`config.mk`:
```
export PLATFORM = sky130hd
export DESIGN_NAME = load_store_unit
export DESIGN_NICKNAME = d
export VERILOG_FILES = /design/src/rtl/load_store_unit.sv
export SDC_FILE = /design/constraint.sdc
export NUM_CORES = 1
export LEC_CHECK = 0
export CAP_MARGIN = 15
export CORE_MARGIN = 5
export CORE_UTILIZATION = 60
export CTS_BUF_LIST = sky130_fd_sc_hd__clkbuf_8
export DETAILED_ROUTE_END_ITERATION = 8
export PLACE_DENSITY = 0.95
export RECOVER_POWER = 25
export REMOVE_ABC_BUFFERS = 1
export SETUP_SLACK_MARGIN = 0.05
export SYNTH_ARGS = -nofsm -noshare
export SYNTH_HDL_FRONTEND = slang
export SYNTH_SLANG_ARGS = --single-unit
```
`constraint.sdc`:
```
create_clock -name clk -period 8.05 [get_ports clk]
set_clock_uncertainty 0.15 [all_clocks]
set_input_delay 1.61 -clock clk [delete_from_list [all_inputs] [get_ports clk]]
set_output_delay 1.61 -clock clk [all_outputs]
set_load 0.05 [all_outputs]
```
`src/rtl/load_store_unit.sv`:
```
// Load/store unit: turns one CPU word/half/byte access into a sequence of
// single-byte memory strobes, with sign/zero extension of load results.
module load_store_unit #(
  parameter int unsigned ADDR_LIMIT = 4096
) (
  input  logic        clk,
  input  logic        rst_n,
  input  logic        req_valid,
  output logic        req_ready,
  input  logic        req_we,
  input  logic [2:0]  req_ctrl,
  input  logic [31:0] req_addr,
  input  logic [31:0] req_wdata,
  output logic        rsp_valid,
  output logic [31:0] rsp_rdata,
  output logic        rsp_err,
  output logic        mem_en,
  output logic        mem_we,
  output logic [31:0] mem_addr,
  output logic [7:0]  mem_wdata,
  input  logic [7:0]  mem_rdata
);

  typedef enum logic [1:0] {IDLE, ISSUE, DRAIN, RESP} state_t;

  state_t      state;
  logic [2:0]  ctrl;
  logic        we;
  logic [31:0] addr;
  logic [31:0] wdata;
  logic [1:0]  idx;
  logic [31:0] result;
  logic        pend;
  logic [1:0]  pidx;

  logic [2:0]  req_n;
  logic [32:0] req_end;
  logic        req_err;
  logic [1:0]  last_idx;
  logic [1:0]  next_idx;
  logic [31:0] merged;
  logic [31:0] ext;

  assign req_ready = (state == IDLE);
  assign last_idx  = ctrl[1] ? 2'd3 : (ctrl[0] ? 2'd1 : 2'd0);
  assign next_idx  = idx + 2'd1;

  // Range check at 33 bits so an access wrapping past 2^32 is rejected.
  always_comb begin
    req_n = 3'd1;
    case (req_ctrl[1:0])
      2'b01:   req_n = 3'd2;
      2'b10:   req_n = 3'd4;
      default: req_n = 3'd1;
    endcase
    req_end = {1'b0, req_addr} + {30'b0, req_n} - 33'd1;
    req_err = (req_ctrl == 3'b011) || (req_ctrl[2:1] == 2'b11) ||
              (req_end >= 33'(ADDR_LIMIT));
  end

  // The byte returning this cycle is merged in so DRAIN can respond directly.
  always_comb begin
    merged = result;
    if (pend) merged[{pidx, 3'b000} +: 8] = mem_rdata;
    case (ctrl)
      3'b000:  ext = {{24{merged[7]}}, merged[7:0]};
      3'b001:  ext = {{16{merged[15]}}, merged[15:0]};
      3'b100:  ext = {24'b0, merged[7:0]};
      3'b101:  ext = {16'b0, merged[15:0]};
      default: ext = merged;
    endcase
  end

  always_ff @(posedge clk or negedge rst_n) begin
    if (!rst_n) begin
      state     <= IDLE;
      ctrl      <= '0;
      we        <= 1'b0;
      addr      <= '0;
      wdata     <= '0;
      idx       <= '0;
      result    <= '0;
      pend      <= 1'b0;
      pidx      <= '0;
      rsp_valid <= 1'b0;
      rsp_rdata <= '0;
      rsp_err   <= 1'b0;
      mem_en    <= 1'b0;
      mem_we    <= 1'b0;
      mem_addr  <= '0;
      mem_wdata <= '0;
    end else begin
      rsp_valid <= 1'b0;
      rsp_rdata <= '0;
      rsp_err   <= 1'b0;
      mem_en    <= 1'b0;
      mem_we    <= 1'b0;
      mem_addr  <= '0;
      mem_wdata <= '0;
      pend      <= 1'b0;
      if (pend) result[{pidx, 3'b000} +: 8] <= mem_rdata;

      case (state)
        IDLE: begin
          if (req_valid) begin
            ctrl   <= req_ctrl;
            we     <= req_we;
            addr   <= req_addr;
            wdata  <= req_wdata;
            idx    <= '0;
            result <= '0;
            if (req_err) begin
              state     <= RESP;
              rsp_valid <= 1'b1;
              rsp_err   <= 1'b1;
            end else begin
              state     <= ISSUE;
              mem_en    <= 1'b1;
              mem_we    <= req_we;
              mem_addr  <= req_addr;
              mem_wdata <= req_wdata[7:0];
            end
          end
        end
        ISSUE: begin
          pend <= !we;
          pidx <= idx;
          if (idx == last_idx) begin
            if (we) begin
              state     <= RESP;
              rsp_valid <= 1'b1;
            end else begin
              state <= DRAIN;
            end
          end else begin
            idx       <= next_idx;
            mem_en    <= 1'b1;
            mem_we    <= we;
            mem_addr  <= addr + {30'b0, idx} + 32'd1;
            mem_wdata <= wdata[{next_idx, 3'b000} +: 8];
          end
        end
        DRAIN: begin
          state     <= RESP;
          rsp_valid <= 1'b1;
          rsp_rdata <= ext;
        end
        default: state <= IDLE;
      endcase
    end
  end

endmodule

```
==> flow_metrics.py <==
metrics = {
    "status": {
        "status": "finished, violations left",
        "violations": "capacitance limit, slew limit",
    },
    "drt": {
        "drtIter0Drc": 739,
        "wl_per_cell_microns": 17.0,
        "drc": 0,
        "firstDrtPassIters": 6,
        "vias": 8164,
        "vias_per_cell": 5.73,
        "antenna_left": 0,
        "drt-total-wl_microns": 24200,
    },
    "floorplan": {
        "die-area_sq_um": 18500,
        "die_w_microns": 136,
        "num_rows": 46,
        "io_pins": 156,
        "initial_utilization_pct": 60.6,
        "die_h_microns": 136,
        "coreArea_sq_um": 15700,
    },
    "sta": {
        "holdWs_ns": 0.333,
        "fin_crit_sh_pct": 74.4,
        "grt_setup_unrepaired": "no",
        "tns_ns": 0,
        "hold_viol": 0,
        "finalSetupViolations": 0,
        "clock.fmax_ghz": 0.167,
        "fin_crit_ns": 5.99,
        "worst_pin_slew_ns": 4.90,
        "slew_headroom_pct": -227,
        "final_max_slew_viol_count": 97,
    },
    "cells_and_area": {
        "instances_no_fill": 1426,
        "post-route-util_pct": 73.8,
        "multi_input_area_sq_um": 4510,
        "n_antenna_cell": 0,
        "nets": 1327,
        "regArea_sq_um": 4580,
        "syn_to_final_growth_pct": 21.9,
        "n_fill_cell": 1086,
        "drive_gt1_share_pct": 4.38,
    },
    "synth": {
        "synth_ff_type": "dfrtp_1",
        "async_flop_share_pct": 100,
        "syn_area_per_cell_sq_um": 8.99,
        "synth_area_sq_um": 9520,
        "seq_area_frac_synth_pct": 48.1,
        "yosysWarnings": 0,
        "netlist_instances": 1059,
        "synth_enable_flop_cells": 0,
        "yosys.cell_types.count": 55,
        "yosys_register_bits": 183,
    },
    "global_routing": {
        "grt_pass1_wl_microns": 38900,
        "antenna_found_initial": 0,
        "grt_start_max_net_pins": 102,
        "track_usage_pct": 26.8,
        "grt_overflow": 0,
        "grt_pass1_vias": 8020,
    },
    "placed_design": {
        "place_inst": 1395,
        "place_congestion": 0.971,
        "port_buffers": 155,
        "hpwl_microns": 17300,
    },
    "flow_run": {
        "drv_cap": 1,
    },
    "cts": {
        "cts_setup_buffers": 0,
        "path_clk_slew_ns": 0.09,
        "cts-resized-gates": 0,
        "holdBufCountCts": 0,
        "cts_tree": "built",
        "cts.path.max_buffers": 2,
        "cts_buffers": 17,
        "clk-insertion-delay-late_ns": 0.46,
        "clock_sinks": 183,
        "h-tree-depth": 4,
        "root_buffer": "clkbuf_8",
    },
    "worst_setup_path": {
        "crit_path_max_incr_delay_ns": 3.37,
        "critPathTopFamily": "buffers and inverters",
        "critPathBufInv": 2,
        "critPathSlowestCell": "clkbuf_1",
        "cp_cell_sequence": "clkbuf_1 > buf_4",
        "critPathArrivalTime_ns": 6.27,
        "endpoint_kind": "asynchronous set/reset pin",
        "startpoint_type": "input port",
        "worstPathRequired_ns": 8.33,
        "path_class": "in2async",
        "worst-path-max-fanout": 96,
    },
    "pwr": {
        "power_density_nw_per_um2": 306,
        "power.leakage_nw": 5.47,
        "irDropWorstVdd_mv": 0.182,
        "finalPower_mw": 3.55,
    },
    "hold_path": {
        "hold_path_class": "reg2reg",
    },
}
## per-layer routing
layer	GRT usage (%)	part of all wire [%]
met2	43.8	47
met5	0	0
met3	6.33	9.3
met4	11.3	3.3
met1	34.5	40
## synth_stat cells (2+ instances only)
library cell / n / area [sq um]
buf_6: 4 / 45.0
clkbuf_1: 38 / 143
o2111ai_1: 4 / 35.0
o22ai_1: 2 / 12.5
fa_1: 2 / 40.0
a211oi_1: 7 / 52.6
o21ai_1: 40 / 200
inv_1: 61 / 229
nor3_1: 7 / 35.0
nand4_1: 8 / 50.1
o21a_1: 10 / 75.1
nor4b_1: 3 / 26.3
o221ai_1: 2 / 17.5
xnor2_1: 32 / 280
or3_1: 2 / 12.5
nand2_1: 290 / 1090
a31oi_1: 4 / 25.0
mux4_2: 8 / 180
a22oi_1: 32 / 240
o21bai_1: 4 / 30.0
o211ai_1: 3 / 22.5
nor4_1: 6 / 37.5
a21oi_1: 56 / 280
a21o_1: 9 / 67.6
and2_1: 5 / 31.3
nor2b_1: 16 / 100
nor2_1: 68 / 255
nand3_1: 22 / 110
ha_1: 48 / 601
o31ai_1: 2 / 15.0
xor2_1: 12 / 105
a22o_1: 3 / 26.3
and3_1: 8 / 50.1
dfrtp_1: 183 / 4580
nand2b_1: 5 / 31.3
o21ai_0: 30 / 150
mux2i_1: 5 / 50.1
## kinds of logic (layout without fill, tap and decap cells)
kind of cell / Yosys count / after routing / synth area share [%]
AOI/OAI and AO/OA: 214 / 214 / 13.8
xor gates and xnor gates: 44 / 44 / 4.05
adders and majority gates: 50 / 50 / 6.73
buffers and inverters: 104 / 255 / 4.43
DFF: 183 / 183 / 48.1
muxes: 13 / 13 / 2.42
and+or+nand+nor: 451 / 451 / 20.5
## flip-flops by register name, indices dropped and copies added (netlist names)
name       flops
addr          32
mem_addr      32
result        32
rsp_rdata     32
wdata         32
mem_wdata      8
ctrl           3
idx            2
pidx           2
state          2
mem_en         1
mem_we         1
pend           1
rsp_err        1
rsp_valid      1
we             1
## cell usage in the layout (no fill, tap or decap), types with 30 or more instances in the layout
cell | Yosys | routed
o21ai_1 | 40 | 40
a22oi_1 | 32 | 32
nor2_1 | 68 | 68
clkdlybuf4s50_1 | 0 | 153
a21oi_1 | 56 | 56
dfrtp_1 | 183 | 183
nand2_1 | 290 | 290
inv_1 | 61 | 64
xnor2_1 | 32 | 32
ha_1 | 48 | 48
o21ai_0 | 30 | 30
## power breakdown
part	leakage (nW)	switching, mW	internal, mW
clock	0.205	0.319	0.312
combinational	2.84	0.951	0.550
sequential	2.43	0.223	1.20
total	5.47	1.49	2.06
## path summary, 6_finish.rpt
kind                       depth (start not counted)  slack, ns                       to            startpoint
max                                                2       2.06        rsp_err$_DFF_PN0_                 rst_n
min                                                2       0.33     wdata[9]$_DFFE_PN0P_  wdata[9]$_DFFE_PN0P_
max reg2reg                                        9       3.99  rsp_rdata[23]$_DFF_PN0_   pidx[0]$_DFFE_PN0P_
min reg2reg                                        2       0.33     wdata[9]$_DFFE_PN0P_  wdata[9]$_DFFE_PN0P_
max in group clk                                  20       2.28      rsp_valid$_DFF_PN0_           req_ctrl[1]
min in group asynchronous                          1       2.76   rsp_rdata[8]$_DFF_PN0_                 rst_n
## cell type report
cell class | instances | area share (%)
inverter | 61 | 1.97
multi-input combinational | 772 | 38.9
clock inverter | 13 | 1.34
sequential | 183 | 39.5
tap | 216 | 2.33
timing repair buffer | 163 | 13.8
clock buffer | 18 | 2.14
## through the flow
step                      instance area (sq um)  setup slack (ns)
final                                     11600              2.06
after CTS                                 11600              2.27
after global routing                      11600              1.01
after global placement                    11200              1.90
after detailed placement                  11200              1.79
after floorplan                            9330              2.73
Note: power is estimated with default switching activity, not from simulation.
==> RTL change: new RTL, same settings <==
Put one more register stage on the output `rsp_err`, without a reset. The value now appears one clock later. The other outputs are not delayed to match.
--- a/src/rtl/load_store_unit.sv
+++ b/src/rtl/load_store_unit.sv
@@ -22,6 +22,8 @@
 );
 
   typedef enum logic [1:0] {IDLE, ISSUE, DRAIN, RESP} state_t;
+
+  logic rsp_err_s0;
 
   state_t      state;
   logic [2:0]  ctrl;
@@ -84,7 +86,7 @@
       pidx      <= '0;
       rsp_valid <= 1'b0;
       rsp_rdata <= '0;
-      rsp_err   <= 1'b0;
+      rsp_err_s0 <= 1'b0;
       mem_en    <= 1'b0;
       mem_we    <= 1'b0;
       mem_addr  <= '0;
@@ -92,7 +94,7 @@
     end else begin
       rsp_valid <= 1'b0;
       rsp_rdata <= '0;
-      rsp_err   <= 1'b0;
+      rsp_err_s0 <= 1'b0;
       mem_en    <= 1'b0;
       mem_we    <= 1'b0;
       mem_addr  <= '0;
@@ -112,7 +114,7 @@
             if (req_err) begin
               state     <= RESP;
               rsp_valid <= 1'b1;
-              rsp_err   <= 1'b1;
+              rsp_err_s0 <= 1'b1;
             end else begin
               state     <= ISSUE;
               mem_en    <= 1'b1;
@@ -150,5 +152,9 @@
     end
   end
 
+  always_ff @(posedge clk) begin
+    rsp_err <= rsp_err_s0;
+  end
+
 endmodule
 
Behaviour: not the same (Yosys sat finds a counterexample within 4 cycles, from zero or initial values and one cycle with rst_n low).
==> RTL change against the unedited design <==
The run ends with capacitance limit left; utilization grew 0.10 points; design area is 0.14% higher; synthesized area grew 0.21%; wire length rose by 1.1%; synthesized cell count about the same; sequential cell count up 1; sequential share of layout area is 0.12 points higher; setup slack lost 0.051 ns; non-clock buffer count did not move; register-to-register slack got worse by 0.15 ns; total power shrank 0.12%; critical endpoint is now mem_wdata[3]; highest routed layer unchanged.
==> RTL change: results <==
[worst_setup_path]
critical_path_arrival_ns = 6.27
timing.critical_path.slowest_stage_cell = nand3_2
stage_delay_of_the_slowest_cell_on_the_critical_path_ns = 0.65
worst-path-max-fanout = 34

[placement]
pre_cts_ws_ns = 1.53
placed_area_um2 = 11200
place.detailed.instances = 1396
gp_congestion = 0.912
port_buffers = 155
dp.final_hpwl_mm = 17.8

[drt]
per_cell_routed_wire_length_um = 17.1
via_count = 8208
dr.first_iter.drc_count = 685
drt_first_pass_iters = 6
totalWireLength_mm = 24.4

[synthesis]
synthAdderAreaFrac_pct = 6.72
synth.cells.most_frequent = 290 x nand2_1, 183 x dfrtp_1, 68 x nor2_1
synth.lib_cells_used.distinct = 56
yosysSeqAreaShare_pct = 48.2
synth_compound_gate_area_share_pct = 13.7
synth-xor-area-share_pct = 4.04
netlist_instances = 1060
synth.top_cells.by_area = dfrtp_1 48%, nand2_1 11%, ha_1 6.3%
synth.area.mux_share_pct = 2.41
postSynth.asyncResetShare_pct = 99.5

[global_route]
grtUsageTotal_pct = 27.8
grt_first_pass_wirelength_mm = 40.5
grt_max_degree = 106
antenna_found_initial = 0
via_count_of_the_first_global_routing_pass = 8333

[status]
failed_checks = capacitance limit
outcome = finished with violations

[hold_path]
hold_class = reg -> reg

[pwr]
leakage_power_total_nw = 5.49
vdd.ir_drop.worst_v = 0.000172

[job]
max-cap-violations = 1

[clocking]
ctsResizeCount = 0
postCtsSetupRepairBufs = 0
tritoncts.num_buffers = 17
clock_input_transition_at_the_sequential_cells_of_the_worst_setup_and_hold_paths_ns = 0.09
cts.htree.levels = 4
cts_buffer_depth = 2

[cells_and_area]
antenna_cells_inserted = 0
finish.net_count = 1328
drive_above_1_share_pct = 4.54

[sta]
worst_pin_slew_ns = 1.47
==> RTL change: cell count changes after synthesis <==
cell / unedited run / this run
dfxtp_1: 0 / 1
==> RTL change: stage by stage <==
step | util [%] | hold WS (ns)
global route | 73.9 | 0.235
global placement | 71.5 | 0.178
detailed placement | 71.5 | 0.201
CTS | 74.0 | 0.226
floorplan | - | 0.174
finish | 73.9 | 0.219
==> RTL change: path summary, 6_finish.rpt <==
check	start	endpoint	slack, ns	cells after the start
worst min register to register	rsp_err_s0	rsp_err	0.22	0
worst max-delay path	req_ctrl[1]	mem_wdata[3]	2.01	20
max in group asynchronous	rst_n	result[26]	5.17	2
worst max register to register	pidx[0]	rsp_rdata[16]	3.84	9
worst min-delay path	rsp_err_s0	rsp_err	0.22	0
min in group asynchronous	rst_n	rsp_rdata[12]	1.09	1
==> RTL change: final cells by class <==
cell class / count / area (um^2)
flip-flops and latches: 184 / 4600
fillers: 1110 / 4100
inverters: 61 / 229
multi-input cells: 772 / 4520
clock inverters: 12 / 128
well taps: 216 / 270
clock buffers: 19 / 262
repair buffers: 163 / 1610
==> RTL change: power by group <==
group          switching, mW  total [mW]  internal, mW
Combinational          0.948        1.50         0.550
Clock                  0.328       0.619         0.291
Sequential             0.227        1.43          1.20
Total                   1.50        3.55          2.04
==> RTL change: worst max-delay path, delay by kind of cell <==
family,cells,cell delay (ns)
XOR/XNOR,1,0.12
adder cells (fa/ha/maj),4,0.93
AO/OA/AOI/OAI,4,0.70
buffers and inverters,6,1.26
AND/OR/NAND/NOR,5,1.65
==> RTL change: layer usage <==
layer / up-vias / global-route usage [%] / wire (um)
met5: - / 0 / 0
met4: 0 / 12.6 / 890
met3: 68 / 4.89 / 1820
met2: 345 / 45.7 / 11800
met1: 3950 / 36.1 / 9970
li1: 3845 / - / -
